==> config.mk <==
export PLATFORM = sky130hd
export DESIGN_NAME = srcctl_seq
export DESIGN_NICKNAME = d
export VERILOG_FILES = /design/src/rtl/srcctl_seq.sv
export SDC_FILE = /design/constraint.sdc
export NUM_CORES = 1
export LEC_CHECK = 0
export ABC_CLOCK_PERIOD_IN_PS = 14000
export BUFFER_PORTS_ARGS = -buffer_cell sky130_fd_sc_hd__buf_2
export CAP_MARGIN = 15
export CORE_MARGIN = 1
export CORE_UTILIZATION = 31
export DETAILED_ROUTE_END_ITERATION = 10
export PLACE_DENSITY = 0.52
export REMOVE_ABC_BUFFERS = 1
export SKIP_LAST_GASP = 1
export SLEW_MARGIN = 20
export SYNTH_ARGS = -nofsm -noshare
export SYNTH_HDL_FRONTEND = slang
export SYNTH_SLANG_ARGS = --single-unit
==> constraint.sdc <==
create_clock -name clk -period 14 [get_ports clk]
set_input_delay 2.8 -clock clk [delete_from_list [all_inputs] [get_ports clk]]
set_output_delay 2.8 -clock clk [all_outputs]
set_load 0.02 [all_outputs]
==> src/rtl/srcctl_seq.sv <==
// ----------------------------------------------------------------------------
// srcctl_seq
// Multi-channel, multi-stage sequencer for the sample rate converter datapath.
// One accepted input sample walks every entry of a programmable stage table.
// For each stage the sample is written into the channel's ring buffer, the MAC
// tap sequence is issued newest-to-oldest, and the result is stored in the
// register file. A completion handshake closes the frame.
//
// Ports
//   clk, rst_n                 clock, asynchronous active-low reset
//   prog_we/prog_addr/prog_word  stage-table write {base, len, coef_base, rd}
//   in_valid/in_ch/in_ready    sample handshake (in_ready = idle)
//   out_valid/out_ch/out_ready frame-complete handshake
//   data_we/data_re/coef_re    RAM strobes
//   data_addr/coef_addr        RAM addresses (hold when unused)
//   mac_init/accum             MAC controls (first tap / later taps)
//   new_in                     datapath drives the input sample onto RAM write
//   regf_wr/ard                register-file write and destination
//   stage                      current stage index
// All outputs are registered: each is loaded with the value that belongs to
// the state the FSM enters on the same edge.
// ----------------------------------------------------------------------------
module srcctl_seq #(
    parameter  int CHANNELS = 2,
    parameter  int STAGES   = 4,
    parameter  int ADDR_W   = 6,
    parameter  int LEN_W    = 4,
    parameter  int RF_AW    = 3,
    localparam int CH_W     = (CHANNELS > 1) ? $clog2(CHANNELS) : 1,
    localparam int ST_W     = (STAGES > 1) ? $clog2(STAGES) : 1,
    localparam int PW       = 2*ADDR_W + LEN_W + RF_AW
) (
    input  logic              clk,
    input  logic              rst_n,
    input  logic              prog_we,
    input  logic [ST_W-1:0]   prog_addr,
    input  logic [PW-1:0]     prog_word,
    input  logic              in_valid,
    input  logic [CH_W-1:0]   in_ch,
    output logic              in_ready,
    output logic              out_valid,
    output logic [CH_W-1:0]   out_ch,
    input  logic              out_ready,
    output logic              data_we,
    output logic              data_re,
    output logic              coef_re,
    output logic [ADDR_W-1:0] data_addr,
    output logic [ADDR_W-1:0] coef_addr,
    output logic              mac_init,
    output logic              accum,
    output logic              new_in,
    output logic              regf_wr,
    output logic [RF_AW-1:0]  ard,
    output logic [ST_W-1:0]   stage
);

    localparam int CH_D     = 2**CH_W;
    localparam int TBL_D    = 2**ST_W;
    localparam int RW       = ADDR_W + CH_W + LEN_W + 1;
    localparam int RD_LSB   = 0;
    localparam int CB_LSB   = RF_AW;
    localparam int LEN_LSB  = RF_AW + ADDR_W;
    localparam int BASE_LSB = RF_AW + ADDR_W + LEN_W;
    localparam logic [ST_W-1:0] LAST_ST = ST_W'(STAGES - 1);

    // One bit per encodable channel number: set when that channel exists.
    function automatic logic [CH_D-1:0] ch_mask_f();
        logic [CH_D-1:0] m;
        m = {CH_D{1'b0}};
        for (int i = 0; i < CH_D; i++) begin
            if (i < CHANNELS) begin
                m[i] = 1'b1;
            end else begin
                m[i] = 1'b0;
            end
        end
        return m;
    endfunction

    localparam logic [CH_D-1:0] CH_OK = ch_mask_f();

    // ring(i) = base + ch*2^LEN_W + i, wrapped to the RAM address width.
    function automatic logic [ADDR_W-1:0] ring_addr(
        input logic [CH_W-1:0]   ch,
        input logic [ADDR_W-1:0] base,
        input logic [LEN_W-1:0]  idx
    );
        logic [RW-1:0] sum;
        sum = RW'(base) + (RW'(ch) << LEN_W) + RW'(idx);
        return sum[ADDR_W-1:0];
    endfunction

    // (head + k) mod L; also folds a stale head that exceeds a shorter len.
    function automatic logic [LEN_W-1:0] ring_idx(
        input logic [LEN_W-1:0] head,
        input logic [LEN_W-1:0] k,
        input logic [LEN_W-1:0] len
    );
        logic [LEN_W:0] sum;
        logic [LEN_W:0] span;
        sum  = {1'b0, head} + {1'b0, k};
        span = {1'b0, len} + (LEN_W+1)'(1);
        return LEN_W'(sum % span);
    endfunction

    typedef enum logic [2:0] {
        ST_IDLE  = 3'd0,
        ST_FETCH = 3'd1,
        ST_WRITE = 3'd2,
        ST_MAC   = 3'd3,
        ST_STORE = 3'd4,
        ST_OUT   = 3'd5
    } state_t;

    state_t            state_r, state_s;
    logic [CH_W-1:0]   ch_r, ch_s;
    logic [ST_W-1:0]   s_r, s_s;
    logic [LEN_W-1:0]  k_r, k_s;
    logic [PW-1:0]     work_r;
    logic [PW-1:0]     table_r [TBL_D];
    logic [LEN_W-1:0]  head_r  [CH_D][TBL_D];

    logic [PW-1:0]     entry_s;
    logic [ADDR_W-1:0] base_s, cbase_s;
    logic [LEN_W-1:0]  len_s, work_len_s, head_cur_s, cur_head_s;
    logic [RF_AW-1:0]  rd_s;

    logic              in_ready_s, out_valid_s, data_we_s, data_re_s, coef_re_s;
    logic              mac_init_s, accum_s, new_in_s, regf_wr_s;
    logic [CH_W-1:0]   out_ch_s;
    logic [ADDR_W-1:0] data_addr_s, coef_addr_s;
    logic [RF_AW-1:0]  ard_s;

    logic              in_ready_r, out_valid_r, data_we_r, data_re_r, coef_re_r;
    logic              mac_init_r, accum_r, new_in_r, regf_wr_r;
    logic [CH_W-1:0]   out_ch_r;
    logic [ADDR_W-1:0] data_addr_r, coef_addr_r;
    logic [RF_AW-1:0]  ard_r;
    logic [ST_W-1:0]   stage_r;

    // Stage entry seen by the next state: the table while fetching, else the
    // working copy (so a WRITE entered from FETCH already sees the new entry).
    always_comb begin
        entry_s = work_r;
        if (state_r == ST_FETCH) begin
            entry_s = table_r[s_r];
        end else begin
            entry_s = work_r;
        end
        base_s     = entry_s[BASE_LSB +: ADDR_W];
        len_s      = entry_s[LEN_LSB  +: LEN_W];
        cbase_s    = entry_s[CB_LSB   +: ADDR_W];
        rd_s       = entry_s[RD_LSB   +: RF_AW];
        work_len_s = work_r[LEN_LSB   +: LEN_W];
        cur_head_s = head_r[ch_r][s_r];
    end

    // Next-state logic for the frame walk.
    always_comb begin
        state_s = state_r;
        ch_s    = ch_r;
        s_s     = s_r;
        k_s     = k_r;
        case (state_r)
            ST_IDLE: begin
                // Out-of-range channels are accepted (in_ready is high) and dropped.
                if (in_valid && CH_OK[in_ch]) begin
                    ch_s    = in_ch;
                    s_s     = {ST_W{1'b0}};
                    state_s = ST_FETCH;
                end else begin
                    state_s = ST_IDLE;
                end
            end
            ST_FETCH: state_s = ST_WRITE;
            ST_WRITE: begin
                k_s     = {LEN_W{1'b0}};
                state_s = ST_MAC;
            end
            ST_MAC: begin
                if (k_r == work_len_s) begin
                    state_s = ST_STORE;
                end else begin
                    k_s = k_r + LEN_W'(1);
                end
            end
            ST_STORE: begin
                if (s_r == LAST_ST) begin
                    state_s = ST_OUT;
                end else begin
                    s_s     = s_r + ST_W'(1);
                    state_s = ST_FETCH;
                end
            end
            ST_OUT: begin
                if (out_ready) begin
                    state_s = ST_IDLE;
                end else begin
                    state_s = ST_OUT;
                end
            end
            default: state_s = ST_IDLE;
        endcase
    end

    // Output values for the state being entered; addresses hold when unused.
    always_comb begin
        in_ready_s  = 1'b0;
        out_valid_s = 1'b0;
        data_we_s   = 1'b0;
        data_re_s   = 1'b0;
        coef_re_s   = 1'b0;
        mac_init_s  = 1'b0;
        accum_s     = 1'b0;
        new_in_s    = 1'b0;
        regf_wr_s   = 1'b0;
        out_ch_s    = out_ch_r;
        data_addr_s = data_addr_r;
        coef_addr_s = coef_addr_r;
        ard_s       = ard_r;
        head_cur_s  = head_r[ch_s][s_s];
        case (state_s)
            ST_IDLE:  in_ready_s = 1'b1;
            ST_FETCH: in_ready_s = 1'b0;
            ST_WRITE: begin
                data_we_s   = 1'b1;
                new_in_s    = 1'b1;
                data_addr_s = ring_addr(ch_s, base_s, head_cur_s);
            end
            ST_MAC: begin
                data_re_s   = 1'b1;
                coef_re_s   = 1'b1;
                data_addr_s = ring_addr(ch_s, base_s, ring_idx(head_cur_s, k_s, len_s));
                coef_addr_s = cbase_s + ADDR_W'(k_s);
                mac_init_s  = (k_s == {LEN_W{1'b0}});
                accum_s     = (k_s != {LEN_W{1'b0}});
            end
            ST_STORE: begin
                regf_wr_s = 1'b1;
                ard_s     = rd_s;
            end
            ST_OUT: begin
                out_valid_s = 1'b1;
                out_ch_s    = ch_s;
            end
            default: in_ready_s = 1'b0;
        endcase
    end

    // FSM, frame context and working entry registers.
    always_ff @(posedge clk or negedge rst_n) begin
        if (!rst_n) begin
            state_r <= ST_IDLE;
            ch_r    <= {CH_W{1'b0}};
            s_r     <= {ST_W{1'b0}};
            k_r     <= {LEN_W{1'b0}};
            work_r  <= {PW{1'b0}};
        end else begin
            state_r <= state_s;
            ch_r    <= ch_s;
            s_r     <= s_s;
            k_r     <= k_s;
            if (state_r == ST_FETCH) begin
                work_r <= table_r[s_r];
            end
        end
    end

    // Stage table: host writes land only while idle.
    always_ff @(posedge clk or negedge rst_n) begin
        if (!rst_n) begin
            for (int t = 0; t < TBL_D; t++) begin
                table_r[t] <= {PW{1'b0}};
            end
        end else if (state_r == ST_IDLE && prog_we) begin
            table_r[prog_addr] <= prog_word;
        end
    end

    // Ring head per channel/stage, decremented with wrap to len at each STORE.
    always_ff @(posedge clk or negedge rst_n) begin
        if (!rst_n) begin
            for (int c = 0; c < CH_D; c++) begin
                for (int t = 0; t < TBL_D; t++) begin
                    head_r[c][t] <= {LEN_W{1'b0}};
                end
            end
        end else if (state_r == ST_STORE) begin
            if (cur_head_s == {LEN_W{1'b0}}) begin
                head_r[ch_r][s_r] <= work_len_s;
            end else begin
                head_r[ch_r][s_r] <= cur_head_s - LEN_W'(1);
            end
        end
    end

    // Registered outputs.
    always_ff @(posedge clk or negedge rst_n) begin
        if (!rst_n) begin
            in_ready_r  <= 1'b1;
            out_valid_r <= 1'b0;
            out_ch_r    <= {CH_W{1'b0}};
            data_we_r   <= 1'b0;
            data_re_r   <= 1'b0;
            coef_re_r   <= 1'b0;
            data_addr_r <= {ADDR_W{1'b0}};
            coef_addr_r <= {ADDR_W{1'b0}};
            mac_init_r  <= 1'b0;
            accum_r     <= 1'b0;
            new_in_r    <= 1'b0;
            regf_wr_r   <= 1'b0;
            ard_r       <= {RF_AW{1'b0}};
            stage_r     <= {ST_W{1'b0}};
        end else begin
            in_ready_r  <= in_ready_s;
            out_valid_r <= out_valid_s;
            out_ch_r    <= out_ch_s;
            data_we_r   <= data_we_s;
            data_re_r   <= data_re_s;
            coef_re_r   <= coef_re_s;
            data_addr_r <= data_addr_s;
            coef_addr_r <= coef_addr_s;
            mac_init_r  <= mac_init_s;
            accum_r     <= accum_s;
            new_in_r    <= new_in_s;
            regf_wr_r   <= regf_wr_s;
            ard_r       <= ard_s;
            stage_r     <= s_s;
        end
    end

    assign in_ready  = in_ready_r;
    assign out_valid = out_valid_r;
    assign out_ch    = out_ch_r;
    assign data_we   = data_we_r;
    assign data_re   = data_re_r;
    assign coef_re   = coef_re_r;
    assign data_addr = data_addr_r;
    assign coef_addr = coef_addr_r;
    assign mac_init  = mac_init_r;
    assign accum     = accum_r;
    assign new_in    = new_in_r;
    assign regf_wr   = regf_wr_r;
    assign ard       = ard_r;
    assign stage     = stage_r;

endmodule

==> out/metrics.yaml, run 1 <==
floorplanning:
  core-area_um2: 27100
  dieArea_um2: 28400
  die_h_um: 169
  num_io_pins: 54
  die_w_um: 169
  num_rows: 60
  start_util_pct: 31.7
final_layout:
  fillers: 2684
  drive_gt1_share_pct: 31.8
  antennaDiodeCount: 0
  final_cell_mix: "158 x dfrtp_1, 118 x mux2_2, 82 x nand2_1"
  final_common_cell: "dfrtp_1"
  finalNetCount: 831
  area_growth_pct: 14.3
setup_path:
  critPathMaxFanout: 10
  crit_start: "in_valid"
  cpMostUsedCell: "ha_1"
  setup.worst_path.end_class: "register"
  arrival_ns: 13.14
  required_ns: 14.30
  critPathBufInv: 3
  critPathLaunchType: "primary input"
  slowest_delay_ns: 0.68
  worst-r2r-setup-slack_ns: 3.06
  cp_slowest_cell: "mux2i_2"
  cpLargestDelayFamily: "compound AO/OA/AOI/OAI gates"
  r2r-start: "state_r[0]"
  critPathKind: "in -> reg"
timing:
  finalClockSkew_ns: 0.0135
  fin_crit_sh_pct: 91.7
  max_freq_ghz: 0.0779
  finalSetupViolCount: 0
  slew_viol_final: 0
  relSlewSlack_pct: 30.5
  min_period_ns: 12.84
  tightest_slew_ns: 1.04
  rsz0062_at_grt: "false"
  hold_viol_final: 0
  setup_tns_ns: 0
logic_synthesis:
  syn_inst: 716
  async_reset_ff_share_pct: 100
  synth_edf_count: 0
  synth.top_cell.area_share_pct: 46.2
  seq_area_frac_synth_pct: 46.6
  synth-seq-cells: 160
  synth_warnings: 0
  ys.flop_type: "dfrtp_1"
  yosysTopAreaCell: "dfrtp_1"
  syn_area_um2: 8600
  synth.avg_cell_area_um2: 12.0
  synth_cell_types: 58
  yosys-top-cells-area: "dfrtp_1 46%, mux2_2 15%, mux4_2 6.5%"
cts:
  clkTransAtPathRegs_ns: 0.07
  cts_max_level: 4
  cts-resized-gates: 0
  insertion_delay_ns: 0.42
  clockBufferDepth: 2
  cts_sinks: 160
  hold_buffers: 0
  cts_tree: "built"
  cts_inserted_buffers: 17
  post_cts_buffers: 0
  root_buffer: "clkbuf_16"
global_routing:
  grt_max_degree: 106
  grt_pass1_vias: 5784
  overflow: 0
  antenna_found_initial: 0
  grt_pass1_wl_mm: 32.6
  grt_usage_pct: 14.9
drt:
  via_per_inst: 4.86
  detail-route-antenna-nets: 0
  drt-total-wl_mm: 19.8
  drc: 0
  drt_iter0_drc: 275
  wl_per_cell_um: 17.1
  first_pass_iters: 4
  dr_total_vias: 5599
placement:
  post-dp-hpwl_mm: 13.8
  place_congestion: 0.836
  io_buffer_count: 53
hold_path:
  min_path_type: "reg -> reg"
  holdCritStartpoint: "work_r[1]"
job:
  maxCapViolCount: 0
status:
  outcome: "finished, final reports clean"
stage by stage:
stage | setup slack [ns] | util, % | instance area, um2 | hold slack, ns | std cells
2_1_floorplan | 1.74 | - | 8450 | 0.439 | 686
6_report | 1.16 | 36.3 | 9830 | 0.472 | 1152
5_1_grt | 0.212 | 36.3 | 9830 | 0.501 | 1152
4_1_cts | 1.17 | 36.3 | 9830 | 0.479 | 1152
3_5_place_dp | 0.726 | 34.2 | 9260 | 0.461 | 1120
3_3_place_gp | 0.906 | 34.2 | 9260 | 0.453 | 1120
sequential cells by signal (all words and copies together), names as in the netlist:
| signal | flops |
|---|---|
| stage | 2 |
| out_ch | 1 |
| k_r | 4 |
| coef_addr | 6 |
| in_ready | 1 |
| accum | 1 |
| ard | 3 |
| coef_re | 1 |
| head_r | 32 |
| work_r | 19 |
| mac_init | 1 |
| regf_wr | 1 |
| table_r | 76 |
| new_in | 1 |
| out_valid | 1 |
| data_addr | 6 |
| state_r | 3 |
| ch_r | 1 |
cell type report:
type | count | area [um2] | share of cell area, %
multi-input cells | 495 | 4330 | 44.0
flip-flops and latches | 160 | 4010 | 40.8
well taps | 372 | 465 | 4.73
clock buffers | 18 | 429 | 4.37
repair buffers | 62 | 339 | 3.45
clock inverters | 14 | 144 | 1.46
inverters | 31 | 121 | 1.23
routing by layer:
metal / routed length [um] / share of wire, % / up-vias / global-route usage (%)
li1: - / - / 2671 / -
met1: 9430 / 48 / 2840 / 20.7
met2: 9450 / 48 / 73 / 23.9
met3: 696 / 3.5 / 15 / 3.16
met4: 178 / 0.90 / 0 / 3.00
met5: 0 / 0 / - / 0
worst paths after layout:
check,end,depth (start not counted)
hold reg to reg,work_r[1],2
max in group asynchronous,work_r[13],2
hold / removal,work_r[1],2
setup reg to reg,data_addr[5],48
setup / recovery,data_addr[5],49
min in group asynchronous,head_r[11],1
synthesized netlist by cell type, types with 2 or more instances:
master / count
a21oi_1: 23
o21ai_1: 3
dfrtp_1: 159
nand2b_1: 9
nor2_1: 25
clkbuf_1: 12
nor2b_1: 10
mux2_2: 118
mux4_2: 25
a22oi_1: 2
ha_1: 33
xnor3_1: 2
a21o_1: 5
nand4_1: 5
buf_2: 10
o22ai_1: 2
nand3b_1: 2
o211ai_1: 3
buf_1: 2
fa_1: 4
inv_1: 30
nor4_1: 2
xor2_1: 16
nor3b_1: 3
or2_2: 2
nand3_1: 3
and3_1: 2
xnor2_1: 9
o21ai_0: 27
a211oi_1: 4
nand2_1: 82
o21a_1: 2
mux2i_1: 31
a31oi_1: 11
buf_4: 5
nor3_1: 6
and2_1: 5
or3_1: 2
worst min-delay path: cells and delay by family (launching register included):
family	cells	cell delay, ns
simple gates	2	0.12
flops	1	0.32
cell families after synthesis:
| group | after synthesis | share of synthesized area, % |
|---|---|---|
| AO/OA/AOI/OAI | 91 | 6.54 |
| flip-flops | 160 | 46.6 |
| AND/OR/NAND/NOR | 164 | 8.92 |
| XOR/XNOR | 27 | 3.07 |
| adder cells (fa/ha/maj) | 37 | 5.73 |
| multiplexers | 176 | 26.0 |
| buffers and inverters | 61 | 3.17 |
Power of run 1 is left out: the tool's default activity adds up to more than one toggle a clock period on the data nets, which glitch-free logic cannot reach.
==> run 2: changes to the inputs <==
==> constraint.sdc (replaced) <==
create_clock -name clk -period 14 [get_ports clk]
set_input_delay 2.1 -clock clk [delete_from_list [all_inputs] [get_ports clk]]
set_output_delay 2.1 -clock clk [all_outputs]
set_load 0.02 [all_outputs]
==> run 2 against run 1 <==
Effect of this change: setup slack gained 0.55 ns; first-iteration DRC count increased by 1.5%; cell count is essentially flat; register-to-register slack got worse by 0.16 ns; final area is 0.17% higher; die area is the same; core utilization is 0.060 points higher; routed wire length rose by 1.5%; clock skew grew 0.0050 ns.
==> out/metrics.yaml, run 2 (synthesized netlist as in run 1, its figures left out) <==
setup_path:
  worst-r2r-setup-slack_ns: 2.90
  arrival_ns: 12.61
  critPathMaxFanout: 10
  critPathKind: "in -> reg"
  cp_slowest_cell: "mux2i_2"
  critPathLaunchType: "primary input"
  setup.worst_path.end_class: "register"
  required_ns: 14.32
  slowest_delay_ns: 0.71
drt:
  wl_per_cell_um: 17.4
  drc: 0
  drt_iter0_drc: 279
  drt-total-wl_mm: 20.1
  dr_total_vias: 5575
  detail-route-antenna-nets: 0
  first_pass_iters: 4
  via_per_inst: 4.84
cts:
  clockBufferDepth: 2
  cts_inserted_buffers: 17
  cts_tree: "built"
  hold_buffers: 0
  cts_sinks: 160
  post_cts_buffers: 0
  cts-resized-gates: 0
  cts_max_level: 4
  insertion_delay_ns: 0.44
  clkTransAtPathRegs_ns: 0.07
  root_buffer: "clkbuf_16"
status:
  outcome: "finished, final reports clean"
global_routing:
  grt_max_degree: 86
  grt_pass1_vias: 5714
  grt_usage_pct: 15.0
  grt_pass1_wl_mm: 32.7
  antenna_found_initial: 1
  overflow: 0
timing:
  min_period_ns: 12.29
  setup_tns_ns: 0
  fin_crit_sh_pct: 87.8
  finalSetupViolCount: 0
  rsz0062_at_grt: "false"
  hold_viol_final: 0
  fin_hold_ws_ns: 0.472
  relSlewSlack_pct: 28.2
  slew_viol_final: 0
  tightest_slew_ns: 1.07
  max_freq_ghz: 0.0814
  finalClockSkew_ns: 0.0185
placement:
  placed_area_um2: 9260
  post-dp-hpwl_mm: 13.8
  place_congestion: 0.839
  io_buffer_count: 53
final_layout:
  biggestRegsByFlops: "table_r (76), head_r (32), work_r (19)"
  drive_gt1_share_pct: 31.9
  fillers: 2689
  largest_register: "table_r"
  postLayoutCellArea_um2: 9850
  area_growth_pct: 14.5
  final_cell_mix: "158 x dfrtp_1, 118 x mux2_2, 82 x nand2_1"
  final_common_cell: "dfrtp_1"
  multi_input_area_um2: 4330
  regArea_um2: 4010
  finalNetCount: 831
  largest_reg_flops: 76
floorplanning:
  num_io_pins: 54
  dieArea_um2: 28400
  die_w_um: 169
  core-area_um2: 27100
  die_h_um: 169
  num_rows: 60
  start_util_pct: 31.7
hold_path:
  min_path_type: "reg -> reg"
job:
  maxCapViolCount: 0
run 2: cell type report:
type / count / share of cell area [%]
Sequential cell: 160 / 40.7
Multi-Input combinational cell: 495 / 43.9
Inverter: 31 / 1.23
Timing Repair Buffer: 62 / 3.44
Antenna cell: 1 / 0.0254
Tap cell: 372 / 4.73
Clock inverter: 15 / 1.64
Clock buffer: 17 / 4.32
run 2: stage by stage:
step | worst slack (ns) | utilization [%] | std cells
2_1_floorplan | 2.44 | - | 686
3_3_place_gp | 1.59 | 34.2 | 1120
3_5_place_dp | 1.31 | 34.2 | 1120
4_1_cts | 1.72 | 36.3 | 1152
5_1_grt | 0.798 | 36.3 | 1152
6_report | 1.71 | 36.3 | 1153
run 2: path summary, 6_finish.rpt:
path                       startpoint      endpoint  cells after the start
setup / recovery             in_valid  data_addr[5]                     50
hold / removal              work_r[2]     work_r[2]                      2
max in group asynchronous       rst_n     work_r[5]                      2
setup reg to reg           state_r[2]  data_addr[5]                     49
hold reg to reg             work_r[2]     work_r[2]                      2
min in group asynchronous       rst_n    head_r[19]                      1
run 2: routing by layer:
metal / GRT usage (%) / share of wire (%)
met2: 23.9 / 47
met1: 20.8 / 49
met4: 3.83 / 0.83
met5: 0 / 0
met3: 3.20 / 3.1
run 2: critical path, delay by kind of cell:
family,cells,cell delay (ns)
multiplexers,8,2.33
AO/OA/AOI/OAI,16,2.97
adder cells (fa/ha/maj),8,2.32
AND/OR/NAND/NOR,13,2.03
buffers and inverters,4,0.58
XOR/XNOR,1,0.24
Power of run 2 is left out for the same reason.
==> run 3: changes to the inputs <==
--- a/config.mk
+++ b/config.mk
@@ -10,7 +10,7 @@
 export CAP_MARGIN = 15
 export CORE_MARGIN = 1
-export CORE_UTILIZATION = 31
+export CORE_UTILIZATION = 55
 export DETAILED_ROUTE_END_ITERATION = 10
-export PLACE_DENSITY = 0.52
+export PLACE_DENSITY = 0.79
 export REMOVE_ABC_BUFFERS = 1
 export SKIP_LAST_GASP = 1
==> constraint.sdc (replaced) <==
create_clock -name clk -period 14 [get_ports clk]
set_input_delay 0 -clock clk [delete_from_list [all_inputs] [get_ports clk]]
set_output_delay 0 -clock clk [all_outputs]
set_load 0.02 [all_outputs]
==> run 3 against run 2 <==
Effect of this change: core utilization grew 28 points; sequential share of layout area shrank 0.093 points; non-clock buffer count grew 19; routed wire length shrank 7.2%; cell count shrank 12%; critical endpoint unchanged; highest routed layer unchanged.
==> out/metrics.yaml, run 3 (synthesized netlist as in run 1, its figures left out) <==
setup_path:
  slowest_delay_ns: 0.57
  critPathMaxFanout: 18
  reg2regPathDepth: 48
  critPathLaunchType: "register"
  critPathKind: "reg -> reg"
  cp_slowest_cell: "nor4b_1"
  critPathBufInv: 3
  required_ns: 14.32
  crit_start: "state_r[2]"
  r2r_end: "data_addr[5]"
  cpLargestDelayFamily: "compound AO/OA/AOI/OAI gates"
  setup.worst_path.end_class: "register"
  path_depth: 48
  arrival_ns: 11.33
  crit_path_end: "data_addr[5]"
  worst-r2r-setup-slack_ns: 2.99
  r2r-start: "state_r[2]"
final_layout:
  final_cell_mix: "158 x dfrtp_1, 118 x mux2_2, 82 x nand2_1"
  largest_reg_flops: 76
  largest_register: "table_r"
  finalNetCount: 850
  final_common_cell: "dfrtp_1"
  area_growth_pct: 14.7
  drive_gt1_share_pct: 31.0
  antennaDiodeCount: 0
  biggestRegsByFlops: "table_r (76), head_r (32), work_r (19)"
cts:
  cts_tree: "built"
  cts_sinks: 160
  cts_max_level: 4
  insertion_delay_ns: 0.43
  root_buffer: "clkbuf_16"
  cts-resized-gates: 0
  clockBufferDepth: 2
  cts_inserted_buffers: 17
  clkTransAtPathRegs_ns: 0.06
global_routing:
  met2_usage_pct: 43.2
  antenna_found_initial: 0
  grt_max_degree: 85
  grt_pass1_wl_mm: 30.9
  grt_pass1_vias: 6082
  grtUsageMet1_pct: 31.4
  busiest_layer: "met2"
  grt_usage_pct: 24.9
  use_met3_pct: 4.73
  overflow: 0
drt:
  drt-total-wl_mm: 18.6
  detail-route-antenna-nets: 0
  dr_total_vias: 5803
  drt_iter0_drc: 352
  via_per_inst: 5.75
  wl_per_cell_um: 18.4
  drc: 0
  first_pass_iters: 5
timing:
  slew_viol_final: 0
  worst_slack_ns: 2.99
  fin_hold_ws_ns: 0.0875
  relSlewSlack_pct: 34.8
  fin_crit_sh_pct: 78.6
  max_freq_ghz: 0.0908
  tightest_slew_ns: 0.975
  finalSetupViolCount: 0
  min_period_ns: 11.01
  setup_tns_ns: 0
  hold_viol_final: 0
  finalClockSkew_ns: 0.0103
  rsz0062_at_grt: "false"
placement:
  place_congestion: 0.891
  place_ws_ns: 2.86
  post-dp-hpwl_mm: 13.0
  io_buffer_count: 53
status:
  outcome: "finished, final reports clean"
floorplanning:
  dieArea_um2: 16100
  num_rows: 45
  start_util_pct: 56.4
  die_w_um: 127
  num_io_pins: 54
  core-area_um2: 15300
  die_h_um: 127
hold_path:
  min_path_type: "in -> reg"
job:
  maxCapViolCount: 0
==> run 3: cell types whose count changed in the layout (fill, tap and decap cells not counted), moves of 2 or more <==
cell	delta
dlygate4sd3_1	+21
buf_4	-3
inv_8	-3
bufinv_16	+2
clkinv_8	-2
inv_6	+2
==> run 3: worst min-delay path, cell delays in order <==
cell	delay, ns
buf_2	0.11
mux2_2	0.16
a21oi_2	0.17
==> run 3: stage by stage <==
stage / instance area, um2 / instances / util, %
final: 9870 / 1010 / 64.7
after global routing: 9870 / 1010 / 64.7
after CTS: 9860 / 1010 / 64.6
after detailed placement: 9040 / 957 / 59.3
after global placement: 9040 / 957 / 59.3
after floorplan: 8450 / 686 / -
==> run 3: routing by layer <==
layer  share of wire [%]  vias up
met3                 3.6       37
li1                    -     2710
met1                  43     2922
met2                  51      134
met4                 2.3        0
met5                   0        -
==> run 3: final cells by class <==
cell class | instances | area, um2
clock inverters | 14 | 171
fillers | 1141 | 5390
multi-input cells | 495 | 4330
clock buffers | 18 | 439
repair buffers | 81 | 538
well taps | 211 | 264
flip-flops and latches | 160 | 4010
inverters | 31 | 121
==> run 3: what timing repair did <==
item | CTS | global route
hold buffers | 21 | 0
setup endpoints to repair | 0 | 0
setup buffers | 0 | 0
endpoints found under the hold margin | 154 | 0
==> run 3: worst min-delay path by stage <==
| stage | from | to | slack [ns] | cells past startpoint |
|---|---|---|---|---|
| after floorplan | rst_n | accum | -0.30 | 0 |
| after global placement | rst_n | head_r[30] | 0.05 | 1 |
| after detailed placement | rst_n | head_r[30] | 0.06 | 1 |
| after CTS | in_valid | stage[1] | 0.07 | 4 |
| after global routing | in_valid | stage[0] | 0.11 | 3 |
| final | in_valid | stage[0] | 0.09 | 3 |
Power of run 3 is left out for the same reason.
